==> src/rtl/uart_rx_cfg.sv <==
// Configurable UART receiver: synchroniser, 3-sample majority vote, data/parity/stop framing and
// a small receive FIFO drained through a valid/ready handshake.
module uart_rx_cfg #(
  parameter int unsigned CLOCK_FREQ  = 50000000,
  parameter int unsigned BAUD_RATE   = 4000000,
  parameter int unsigned DATA_BITS   = 8,
  parameter int unsigned PARITY_MODE = 0,
  parameter int unsigned STOP_BITS   = 1,
  parameter int unsigned FIFO_DEPTH  = 4
) (
  input  logic                          uart_clock,
  input  logic                          uart_reset,
  input  logic                          uart_d_in,
  output logic [DATA_BITS-1:0]          uart_d_out,
  output logic                          uart_parity_err,
  output logic                          uart_frame_err,
  output logic                          uart_valid,
  input  logic                          uart_ready,
  output logic                          uart_overrun,
  input  logic                          uart_overrun_clr,
  output logic [$clog2(FIFO_DEPTH):0]   uart_level
);

  localparam int unsigned BitCycles  = CLOCK_FREQ / BAUD_RATE;
  localparam int unsigned HalfCycles = BitCycles / 2;
  localparam int unsigned CntW       = $clog2(BitCycles);
  localparam int unsigned BcW        = $clog2(DATA_BITS);
  localparam int unsigned Aw         = $clog2(FIFO_DEPTH);
  localparam int unsigned Lw         = Aw + 1;
  localparam int unsigned Ww         = DATA_BITS + 2;

  typedef enum logic [2:0] {StIdle, StStart, StData, StParity, StStop} state_e;

  logic                 sync1_q, sync2_q;
  logic [2:0]           hist_q;
  state_e               state_q, state_d;
  logic [CntW-1:0]      cnt_q, cnt_d;
  logic [BcW-1:0]       bit_q, bit_d;
  logic                 stop_q, stop_d;
  logic [DATA_BITS-1:0] shreg_q, shreg_d;
  logic                 perr_q, perr_d;
  logic                 ferr_q, ferr_d;
  logic                 push;
  logic [Ww-1:0]        push_word;

  logic                 rx_s, sample, fall, bit_last, half_last;

  assign rx_s      = sync2_q;
  assign sample    = (hist_q[0] & hist_q[1]) | (hist_q[0] & hist_q[2]) | (hist_q[1] & hist_q[2]);
  assign fall      = hist_q[0] & ~rx_s;
  assign bit_last  = (cnt_q == CntW'(BitCycles - 1));
  assign half_last = (cnt_q == CntW'(HalfCycles - 1));

  // Input flops reset to the idle level so leaving reset never looks like a start edge.
  always_ff @(posedge uart_clock) begin
    if (uart_reset) begin
      sync1_q <= 1'b1;
      sync2_q <= 1'b1;
      hist_q  <= 3'b111;
    end else begin
      sync1_q <= uart_d_in;
      sync2_q <= sync1_q;
      hist_q  <= {hist_q[1:0], rx_s};
    end
  end

  always_ff @(posedge uart_clock) begin
    if (uart_reset) begin
      state_q <= StIdle;
      cnt_q   <= '0;
      bit_q   <= '0;
      stop_q  <= 1'b0;
      shreg_q <= '0;
      perr_q  <= 1'b0;
      ferr_q  <= 1'b0;
    end else begin
      state_q <= state_d;
      cnt_q   <= cnt_d;
      bit_q   <= bit_d;
      stop_q  <= stop_d;
      shreg_q <= shreg_d;
      perr_q  <= perr_d;
      ferr_q  <= ferr_d;
    end
  end

  always_comb begin
    state_d   = state_q;
    cnt_d     = cnt_q;
    bit_d     = bit_q;
    stop_d    = stop_q;
    shreg_d   = shreg_q;
    perr_d    = perr_q;
    ferr_d    = ferr_q;
    push      = 1'b0;
    push_word = '0;
    unique case (state_q)
      StIdle: begin
        cnt_d  = '0;
        bit_d  = '0;
        stop_d = 1'b0;
        perr_d = 1'b0;
        ferr_d = 1'b0;
        if (fall) state_d = StStart;
      end
      StStart: begin
        if (half_last) begin
          cnt_d   = '0;
          state_d = sample ? StIdle : StData;
        end else begin
          cnt_d = cnt_q + CntW'(1);
        end
      end
      StData: begin
        if (bit_last) begin
          cnt_d   = '0;
          shreg_d = {sample, shreg_q[DATA_BITS-1:1]};
          bit_d   = bit_q + BcW'(1);
          if (bit_q == BcW'(DATA_BITS - 1)) begin
            bit_d   = '0;
            state_d = (PARITY_MODE != 0) ? StParity : StStop;
          end
        end else begin
          cnt_d = cnt_q + CntW'(1);
        end
      end
      StParity: begin
        if (bit_last) begin
          cnt_d   = '0;
          perr_d  = (^shreg_q) ^ sample ^ (PARITY_MODE == 2);
          state_d = StStop;
        end else begin
          cnt_d = cnt_q + CntW'(1);
        end
      end
      StStop: begin
        if (bit_last) begin
          cnt_d  = '0;
          ferr_d = ferr_q | ~sample;
          if (stop_q == 1'(STOP_BITS - 1)) begin
            push      = 1'b1;
            push_word = {ferr_d, perr_q, shreg_q};
            state_d   = StIdle;
          end else begin
            stop_d = 1'b1;
          end
        end else begin
          cnt_d = cnt_q + CntW'(1);
        end
      end
      default: state_d = StIdle;
    endcase
  end

  // Receive FIFO; pointers carry one extra bit so full and empty are distinguishable.
  logic [Ww-1:0] mem_q [FIFO_DEPTH];
  logic [Lw-1:0] wptr_q, rptr_q, level;
  logic          full, pop, push_ok, ovr_q;
  logic [Ww-1:0] head;

  assign level   = wptr_q - rptr_q;
  assign full    = (level == Lw'(FIFO_DEPTH));
  assign pop     = (level != '0) & uart_ready;
  assign push_ok = push & (~full | pop);
  assign head    = mem_q[rptr_q[Aw-1:0]];

  always_ff @(posedge uart_clock) begin
    if (uart_reset) begin
      wptr_q <= '0;
      rptr_q <= '0;
      ovr_q  <= 1'b0;
    end else begin
      if (push_ok) wptr_q <= wptr_q + Lw'(1);
      if (pop)     rptr_q <= rptr_q + Lw'(1);
      ovr_q <= (push & full & ~pop) | (ovr_q & ~uart_overrun_clr);
    end
  end

  always_ff @(posedge uart_clock) begin
    if (push_ok) mem_q[wptr_q[Aw-1:0]] <= push_word;
  end

  assign uart_valid      = (level != '0);
  assign uart_d_out      = uart_valid ? head[DATA_BITS-1:0] : '0;
  assign uart_parity_err = uart_valid & head[DATA_BITS];
  assign uart_frame_err  = uart_valid & head[DATA_BITS+1];
  assign uart_overrun    = ovr_q;
  assign uart_level      = level;

endmodule

==> config.mk <==
export PLATFORM = sky130hd
export DESIGN_NAME = uart_rx_cfg
export DESIGN_NICKNAME = d
export VERILOG_FILES = /design/src/rtl/uart_rx_cfg.sv
export SDC_FILE = /design/constraint.sdc
export NUM_CORES = 1
export LEC_CHECK = 0
export CAP_MARGIN = 20
export CELL_PAD_IN_SITES_DETAIL_PLACEMENT = 2
export CELL_PAD_IN_SITES_GLOBAL_PLACEMENT = 2
export CORE_MARGIN = 5
export CORE_UTILIZATION = 44
export DETAILED_ROUTE_END_ITERATION = 10
export GPL_TIMING_DRIVEN = 0
export PLACE_DENSITY_LB_ADDON = 0.2
export SETUP_SLACK_MARGIN = 0.15
export SLEW_MARGIN = 10
export SYNTH_ARGS = -nofsm -noshare
export SYNTH_HDL_FRONTEND = slang
export SYNTH_SLANG_ARGS = --single-unit
==> constraint.sdc <==
create_clock -name uart_clock -period 6.3 [get_ports uart_clock]
set_input_delay 1.89 -clock uart_clock [delete_from_list [all_inputs] [get_ports uart_clock]]
set_output_delay 1.89 -clock uart_clock [all_outputs]
set_load 0.01 [all_outputs]
# Word-level counts from Yosys, hierarchy flattened
# Memories as Yosys holds them, arrays and structs flattened. A register that Yosys moved wholly into a read port is not among the register bits.
# Index checks and enable logic that the tools add are counted.
# W data, S select, Z words.
# word_totals
mem_bits_ro	0
in_bits	5
mem_bits_rw	40
latchBits	0
mem_count	1
reg_bits	33
# classes
n_shift	0
bitwise	22
div	0
muxes	33
n_reduce_logical	13
addsub	5
magnitude_cmp	0
n_eq_ne	15
mul	0
# mem_list
name	depth	width	read_ports	rd_ports_with_merged_regs	write_ports	line	rtl
mem_q	4	10	1	1	1	156	logic [Ww-1:0] mem_q [FIFO_DEPTH];
# ops
op	count
$mux W10	3
$mux W3	9
$pmux W3 S5	1
$ne A2 B2 Y1 const B	7
$pmux W4 S3	1
$and A1 B1 Y1	11
$add A3 B1 Y3 const B	3
$eq A3 B3 Y1 const B	3
$mux W1	9
$mux W4	2
$mux W8	1
$reduce_and A2 Y1	4
$reduce_xor A8 Y1	1
$reduce_and A7 Y1	1
$eq A3 B2 Y1 const B	2
$mux W2	3
$pmux W1 S2	3
$pmux W3 S2	1
$reduce_bool A2 Y1	3
$reduce_bool A3 Y1	2
$not A1 Y1	5
$or A1 B1 Y1	5
$add A4 B1 Y4 const B	1
$eq A4 B3 Y1 const B	1
other kinds (6)	6

# Depth between registers and ports, before layout
# Gate-level depths: netlist (run 1).
# logic_depth
word_depth	8
depth_mapped	8
ltp_nobuf	8

# Worst setup path after synthesis (run 1)
# Ideal clock, no wire load.
# synth_path
path_kind	flip-flop to output port
start	reg wptr_q[0]
end	out uart_d_out[0]
arrival_time_ns	2.075
path_stages_with_launch	8
setup_slack_ns	2.335
t_required_ns	4.410
path_buffers	1
path_cell_list	dfxtp_1 > inv_1 > ha_1 > fa_1 > xor3_2 > or3_1 > clkbuf_1 > and2_1
# synth_via
elab_chain_len	3
# synth_lines
element	line	rtl
from (decl)	157	logic [Lw-1:0] wptr_q, rptr_q, level;
from (signal assigned)	173	if (push_ok) wptr_q <= wptr_q + Lw'(1);
$sub A3 B3 Y3	161	assign level = wptr_q - rptr_q;
via uart_level[2]	21	output logic [$clog2(FIFO_DEPTH):0] uart_level
$reduce_bool A3 Y1	183	assign uart_valid = (level != '0);
via uart_valid	17	output logic uart_valid,
$mux W8	184	assign uart_d_out = uart_valid ? head[DATA_BITS-1:0] : '0;
to (decl)	14	output logic [DATA_BITS-1:0] uart_d_out,
# The timed path passes the listed nets, and every way through them passes these cells.

# Final worst setup path (run 1)
# layout_path
start	reg wptr_q[0]
end	out uart_d_out[0]
# layout_via
elab_chain_len	3
# layout_lines
element	line
$sub A3 B3 Y3	161
$reduce_bool A3 Y1	183
$mux W8	184
# Every way passes these cells.

==> summary.txt, run 1 <==
Layout
  • N_diodes: 0
  • Utilization after layout: 0.521
  • Layout Cells excl Fill: approximately 400
  • Post-layout nets: between 300 and 400
  • Fraction of layout cells with a size suffix above 1: 0.132
  • Area Overhead vs Synth: 15.4%

Placed design
  • Placer Congestion: 0.704
  • DP Cell Count: 378
  • Final HPWL DP: 5780 um
  • # port buffers: 19

Synth
  • Post-synth top cells: edfxtp_1, dfxtp_1, and2_1
  • Syn avg cell area: 12.6 sq um
  • Leading post-synthesis cells by cell area: edfxtp_1, dfxtp_1, mux4_2, and2_1, ha_1
  • Post-synth EDFFs: 40
  • Yosys warnings: 0
  • Main synth FF type: edfxtp_1
  • Synth Instances: 260
  • Post-synthesis async set-or-reset flop share: 0
  • Cell variety after synth: 40
  • Syn Nets: about 280
  • Post-synthesis instance area: 0.00327 sq mm
  • Register area share after synthesis: 0.581
  • Post-synth top area cell: edfxtp_1
  • Share of the synthesized area in the top cell type: 0.367
  • Most common cell in the netlist: edfxtp_1
  • #FFs+latches synth: 75

Timing
  • Final Critical Period: 5.13 ns
  • Fmax: approximately 200 MHz
  • Final Hold Fails: 0
  • Unrepaired setup endpoints after global routing: false
  • Final setup viols: 0
  • Tcrit/Tclk final: 0.814
  • Max-Slew Margin vs Limit: 0.559
  • Max Transition Viols Final: 0
  • Clock skew: 0.0106 ns
  • Worst slew pin tran: 0.658 ns
  • Total Neg Setup Slack: 0 ns

Critical path
  • RR Endpoint: mem_q[0][4]
  • Reg2Reg Depth: 6
  • R2r setup slk: 3.27 ns
  • Max Fanout on Critical Path: 10
  • WP data arrival: 3.24 ns
  • Setup crit end kind: output port
  • Crit start category: flip-flop
  • CP required: 4.41 ns
  • Critical path type: reg2out
  • Critical R2R Launch: wptr_q[0]

Floorplanning
  • Die Area: approximately 0.0093 sq mm
  • Die W: a little under 100 um
  • Core Region: 0.00725 sq mm
  • Die Y-Extent: 96.3 um
  • Initial cell density of the core: 0.451
  • Row count: 31
  • I/O pins: 20

Worst hold path
  • Hold Path Depth: 1
  • Worst hold endpoint: rx_s
  • Min-Delay Path Class: reg2reg
  • Min-Delay Startpoint: sync1_q

Clocking
  • CTS hold repair buffers: 0
  • CTS Root Buffer Type: clkbuf_8
  • Worst-Skew Late Latency: roughly 0.34 ns
  • CTS resizes: 0
  • Clock Pin Slew Worst Setup and Hold Paths: 0.08 ns
  • Post-CTS Setup Bufs: 0
  • CTS Sinks: 75
  • CTS Buf Count: 9
  • Max Buffers Root-to-Sink: 2
  • TritonCTS clock tree: yes
  • H-Tree Level Count: 3

Drt
  • Vias per inst: around 5.3
  • WL/cell: roughly 20 um
  • TritonRoute pass-1 iters: 5
  • Via Count: 2087
  • DRT Wirelength: 8060 um
  • Initial DRC count: 101
  • DRC: 0
  • Post-DRT Antenna Nets: 0

Global route
  • Tot GR Track Use: 0.194
  • GR Overflow Total: 0
  • Vias in the first global route: roughly 2400
  • First-pass GRT wire length: 12900 um
  • Largest net degree at the start of global routing: 14
  • Initial antenna violation count: 0

Pwr
  • Leak Pwr: 1.29 nW
  • Peak supply drop: 0.000182 V
  • Final total power: 1.16 mW
  • Pwr per Cell Area: 306 mW/mm^2

Flow run
  • Max-Cap Viols: 0

Run status
  • Outcome: complete, no violations
## per-layer routing
layer | part of all wire | track usage | wire, um | vias up
met2 | 0.56 | 0.369 | 4500 | 32
met4 | 0.014 | 0.0581 | 112 | 0
met1 | 0.40 | 0.207 | 3190 | 1070
met5 | 0 | 0 | 0 | -
met3 | 0.032 | 0.0524 | 256 | 10
li1 | - | - | - | 975
## area by class of cell
cell class | instances | area [sq um]
multi-input cells | 164 | 1280
plain buffers | 11 | 53.8
inverters | 10 | 37.5
clock buffers | 10 | 128
repair buffers | 19 | 190
well taps | 99 | 124
flip-flops and latches | 75 | 1900
fillers | 711 | 3470
clock inverters | 6 | 63.8
## cell families after synthesis
| logic type | synth area share |
|---|---|
| muxes | 0.0810 |
| AOI/OAI and AO/OA | 0.0646 |
| adders and majority gates | 0.0443 |
| buffers and inverters | 0.0279 |
| DFF | 0.581 |
| and+or+nand+nor | 0.152 |
| xor gates and xnor gates | 0.0493 |
## worst max-delay path, cell delays in order (launching register included)
cell	delay (ns)
dfxtp_1	0.42
inv_1	0.13
ha_1	0.23
fa_1	0.38
xor3_2	0.30
or3_1	0.45
clkbuf_1	0.27
and2_1	0.21
clkdlybuf4s50_1	0.50
## through the flow
step	area [sq um]	hold slack (ns)	setup slack (ns)
6_report	3780	0.419	1.17
5_1_grt	3780	0.451	1.01
4_1_cts	3780	0.426	1.14
3_5_place_dp	3590	0.404	1.58
3_3_place_gp	3590	0.394	1.72
2_1_floorplan	3270	0.389	2.33
## placed cells by master, fill, tap and decap left out, types with 8 or more instances in the layout
cell type / netlist / layout
edfxtp_1: 40 / 40
dfxtp_1: 35 / 35
and2_1: 22 / 22
nor2_1: 21 / 21
nand2_1: 21 / 21
clkdlybuf4s50_1: 0 / 19
a21oi_1: 16 / 16
inv_1: 10 / 10
mux4_2: 10 / 10
xnor2_1: 10 / 10
ha_1: 10 / 10
clkbuf_8: 0 / 9
clkbuf_1: 7 / 8
## how the worst max path moves through the flow
stage | startpoint | slack [ns] | cells after the start | end
3_3_place_gp | wptr_q[0] | 1.72 | 8 | uart_d_out[2]
2_1_floorplan | wptr_q[0] | 2.33 | 7 | uart_d_out[0]
6_report | wptr_q[0] | 1.17 | 8 | uart_d_out[0]
4_1_cts | wptr_q[0] | 1.14 | 8 | uart_d_out[0]
5_1_grt | wptr_q[0] | 1.01 | 8 | uart_d_out[0]
3_5_place_dp | wptr_q[0] | 1.58 | 8 | uart_d_out[1]
## where the power goes
group / total, mW / leakage, nW / switching [mW] / internal [mW]
sequential: 0.524 / 0.616 / 0.00608 / 0.518
combinational: 0.269 / 0.582 / 0.136 / 0.133
clock: 0.363 / 0.0909 / 0.180 / 0.184
## registers in the layout, summed over array words and instances, names as in the netlist, named ones only
| signal | cells |
|---|---|
| cnt_q | 4 |
| sync1_q | 1 |
| rptr_q | 3 |
| rx_s | 1 |
| uart_overrun | 1 |
| mem_q | 40 |
| state_q | 3 |
| hist_q | 3 |
| shreg_q | 8 |
| perr_q | 1 |
| wptr_q | 3 |
| ferr_q | 1 |
| bit_q | 3 |
| stop_q | 1 |
(Power assumes the default switching activity.)
==> run 2: changes to the inputs <==
--- a/config.mk
+++ b/config.mk
@@ -9,7 +9,7 @@
 export CELL_PAD_IN_SITES_DETAIL_PLACEMENT = 2
 export CELL_PAD_IN_SITES_GLOBAL_PLACEMENT = 2
 export CORE_MARGIN = 5
-export CORE_UTILIZATION = 44
+export CORE_UTILIZATION = 41
 export DETAILED_ROUTE_END_ITERATION = 10
 export GPL_TIMING_DRIVEN = 0
 export PLACE_DENSITY_LB_ADDON = 0.2
==> constraint.sdc (replaced) <==
create_clock -name uart_clock -period 5.1 [get_ports uart_clock]
set_input_delay 1.53 -clock uart_clock [delete_from_list [all_inputs] [get_ports uart_clock]]
set_output_delay 1.53 -clock uart_clock [all_outputs]
set_load 0.01 [all_outputs]
==> run 2 against run 1 <==
Compared with the run above: sequential cell count unchanged; routed wire length decreased by 5.5%; critical endpoint is now uart_d_out[4]; combinational power increased by 19%; clock power increased by 25%; critical path depth unchanged; global-route usage decreased by 2.7 points; core utilization decreased by 3.4 points; first-iteration DRC count decreased by 56%; clock-buffer cell count decreased by 1; setup slack got worse by 0.77 ns.
==> summary.txt, run 2 (same netlist as run 1, synthesis figures left out) <==
Floorplanning
  • Row count: 32 (+3.2%)
  • Die Y-Extent: 99.4 um (+3.2%)
  • I/O pins: 20 (unchanged)
  • Initial cell density of the core: 0.422 (-0.0299)
  • Core Region: 0.00777 sq mm (+7.1%)
  • Die Area: 0.00987 sq mm (+6.5%)
  • Die W: 99.4 um (+3.2%)

Pwr
  • Sw power: 0.392 mW (+22%)
  • Combinational Power Share: 0.225 (-0.008)
  • Leak Pwr: 1.29 nW (+0.44%)
  • Pwr per Cell Area: 375 mW/mm^2 (+23%)
  • Final total power: 1.42 mW (+23%)
  • Clk pwr share: 0.319 (+0.005)
  • Int Pwr: 1.03 mW (+23%)
  • Switching portion of total power: 0.276 (-0.00221)
  • Sequential share of power: 0.456 (+0.003)
  • Peak supply drop: 0.000120 V (-34%)

Drt
  • DRC: 0 (unchanged)
  • Post-DRT Antenna Nets: 0 (unchanged)
  • Vias per inst: 5.12 (-3.3%)
  • WL/cell: 19.2 um (-6.2%)
  • Via Count: 2034 (-2.5%)
  • Initial DRC count: 44 (-56%)
  • TritonRoute pass-1 iters: 4 (-1)
  • DRT Wirelength: 7620 um (-5.5%)

Layout
  • Fraction of layout cells with a size suffix above 1: 0.136 (+0.00339)
  • Area Overhead vs Synth: 15.6%
  • Post-Layout Inst Area: 0.00378 sq mm (+0.13%)
  • Post-layout nets: 306 (unchanged)
  • Largest register FFs: 40 (unchanged)
  • N_diodes: 0 (unchanged)
  • Highest-count cells in the layout ignoring fill and taps: edfxtp_1, dfxtp_1, and2_1
  • Commonest non-fill, non-tap cell in the layout: edfxtp_1

Timing
  • Final setup viols: 0 (unchanged)
  • Final Hold Fails: 0 (unchanged)
  • Max Transition Viols Final: 0 (unchanged)
  • Worst slew pin tran: 0.638 ns (-0.0204 ns)
  • Unrepaired setup endpoints after global routing: false
  • Tcrit/Tclk final: 0.921
  • Final Critical Period: ~4.7 ns
  • Max-Slew Margin vs Limit: 0.572 (+0.0137)
  • Fmax: 213 MHz
  • Clock skew: 0.00985 ns (-0.000746 ns)
  • Total Neg Setup Slack: 0 ns (unchanged)

Clocking
  • CTS Root Buffer Type: clkbuf_8
  • CTS Sinks: 75 (unchanged)
  • Clock Pin Slew Worst Setup and Hold Paths: 0.09 ns (about the same)
  • CTS resizes: 0 (unchanged)
  • CTS Buf Count: 9 (unchanged)
  • Max Buffers Root-to-Sink: 2 (unchanged)
  • Worst-Skew Late Latency: 0.35 ns (about the same)
  • Post-CTS Setup Bufs: 0 (unchanged)
  • TritonCTS clock tree: yes
  • H-Tree Level Count: 3 (unchanged)
  • CTS hold repair buffers: 0 (unchanged)

Placed design
  • Final HPWL DP: 5340 um (-7.7%)
  • # port buffers: 19 (unchanged)
  • Placed inst area: 0.00359 sq mm (+0.10%)
  • Placer Congestion: 0.789 (+12%)

Critical path
  • Crit start category: flip-flop
  • WP data arrival: 3.17 ns (-0.07 ns)
  • Reg2Reg Depth: 6 (unchanged)
  • Critical path type: reg2out
  • R2r setup slk: 2.14 ns (-1.13 ns)
  • Start point of the critical path: wptr_q[0]
  • Max Fanout on Critical Path: 10 (unchanged)
  • Critical-path top delay cell: clkdlybuf4s50_1
  • Setup crit end kind: output port
  • Critical R2R Launch: wptr_q[0]
  • CP peak stage delay: 0.49 ns (about the same)
  • Critical Path End: uart_d_out[4]
  • CP required: 3.57 ns (-0.84 ns)
  • Critical Path, Cell by Cell: inv_1 > ha_1 > fa_1 > xor3_2 > or3_1 > clkbuf_1 > and2_1 > clkdlybuf4s50_1
  • RR Endpoint: mem_q[0][6]

Global route
  • Largest net degree at the start of global routing: 14 (unchanged)
  • Vias in the first global route: 2250 (-6.7%)
  • First-pass GRT wire length: 12400 um (-4.3%)
  • Met2 GRT Util: 0.287 (-0.0819)
  • GRT Max-Usage Layer: met2
  • GR Layer Usage met3: 0.0351 (-0.0173)
  • Initial antenna violation count: 0 (unchanged)
  • Met1 Use GR: 0.205 (-0.00171)
  • GR Overflow Total: 0 (unchanged)
  • Tot GR Track Use: 0.167 (-0.0274)

Worst hold path
  • Min-Delay Path Class: reg2reg

Run status
  • Outcome: complete, no violations

Flow run
  • Max-Cap Viols: 0 (unchanged)
[run 2: cell count changes in the layout (fill, tap and decap cells not counted)]
cell and change:
clkinv_2 +2, clkinv_4 +2, clkinvlp_2 -1, clkbuf_1 -1, inv_6 -2
[run 2: cell type report]
cell class | count | area (sq um)
fill | 779 | 3980
clock buffer | 9 | 124
tap | 102 | 128
sequential | 75 | 1900
buffer | 11 | 53.8
multi-input combinational | 164 | 1280
clock inverter | 7 | 68.8
inverter | 10 | 37.5
timing repair buffer | 19 | 190
[run 2: per-layer routing]
layer  part of all wire  wire, um
met5                  0         0
met4              0.018       136
met3              0.024       186
met2               0.51      3880
met1               0.45      3410
[run 2: metrics by stage]
| stage | hold slack (ns) | utilization | cells | setup WS, ns |
|---|---|---|---|---|
| floorplan | 0.389 | - | 260 | 1.49 |
| global placement | 0.395 | 0.462 | 381 | 0.879 |
| detailed placement | 0.397 | 0.462 | 381 | 0.779 |
| CTS | 0.420 | 0.487 | 397 | 0.328 |
| global route | 0.435 | 0.487 | 397 | 0.237 |
| finish | 0.416 | 0.487 | 397 | 0.405 |
[run 2: power by group through the flow]
stage                     Combinational (mW)  Sequential, mW  Clock (mW)
after global placement                 0.308           0.660           0
after global routing                   0.349           0.649       0.494
after floorplan                        0.192           0.659           0
after CTS                              0.329           0.648       0.465
final                                  0.319           0.648       0.452
after detailed placement               0.322           0.661           0
[run 2: worst min-delay path by stage]
stage               startpoint  endpoint  slack [ns]  cells after the start
finish                 sync1_q      rx_s        0.42                      1
global placement       sync1_q      rx_s        0.39                      1
detailed placement     sync1_q      rx_s        0.40                      1
floorplan              sync1_q      rx_s        0.39                      1
global route           sync1_q      rx_s        0.44                      1
CTS                    sync1_q      rx_s        0.42                      1
[run 2: critical path, delay by kind of cell, from the launching register on]
family                     cells  cell delay (ns)
adders and majority gates      2             0.60
xor gates and xnor gates       1             0.30
DFF                            1             0.42
buffers and inverters          3             0.87
and+or+nand+nor                2             0.63
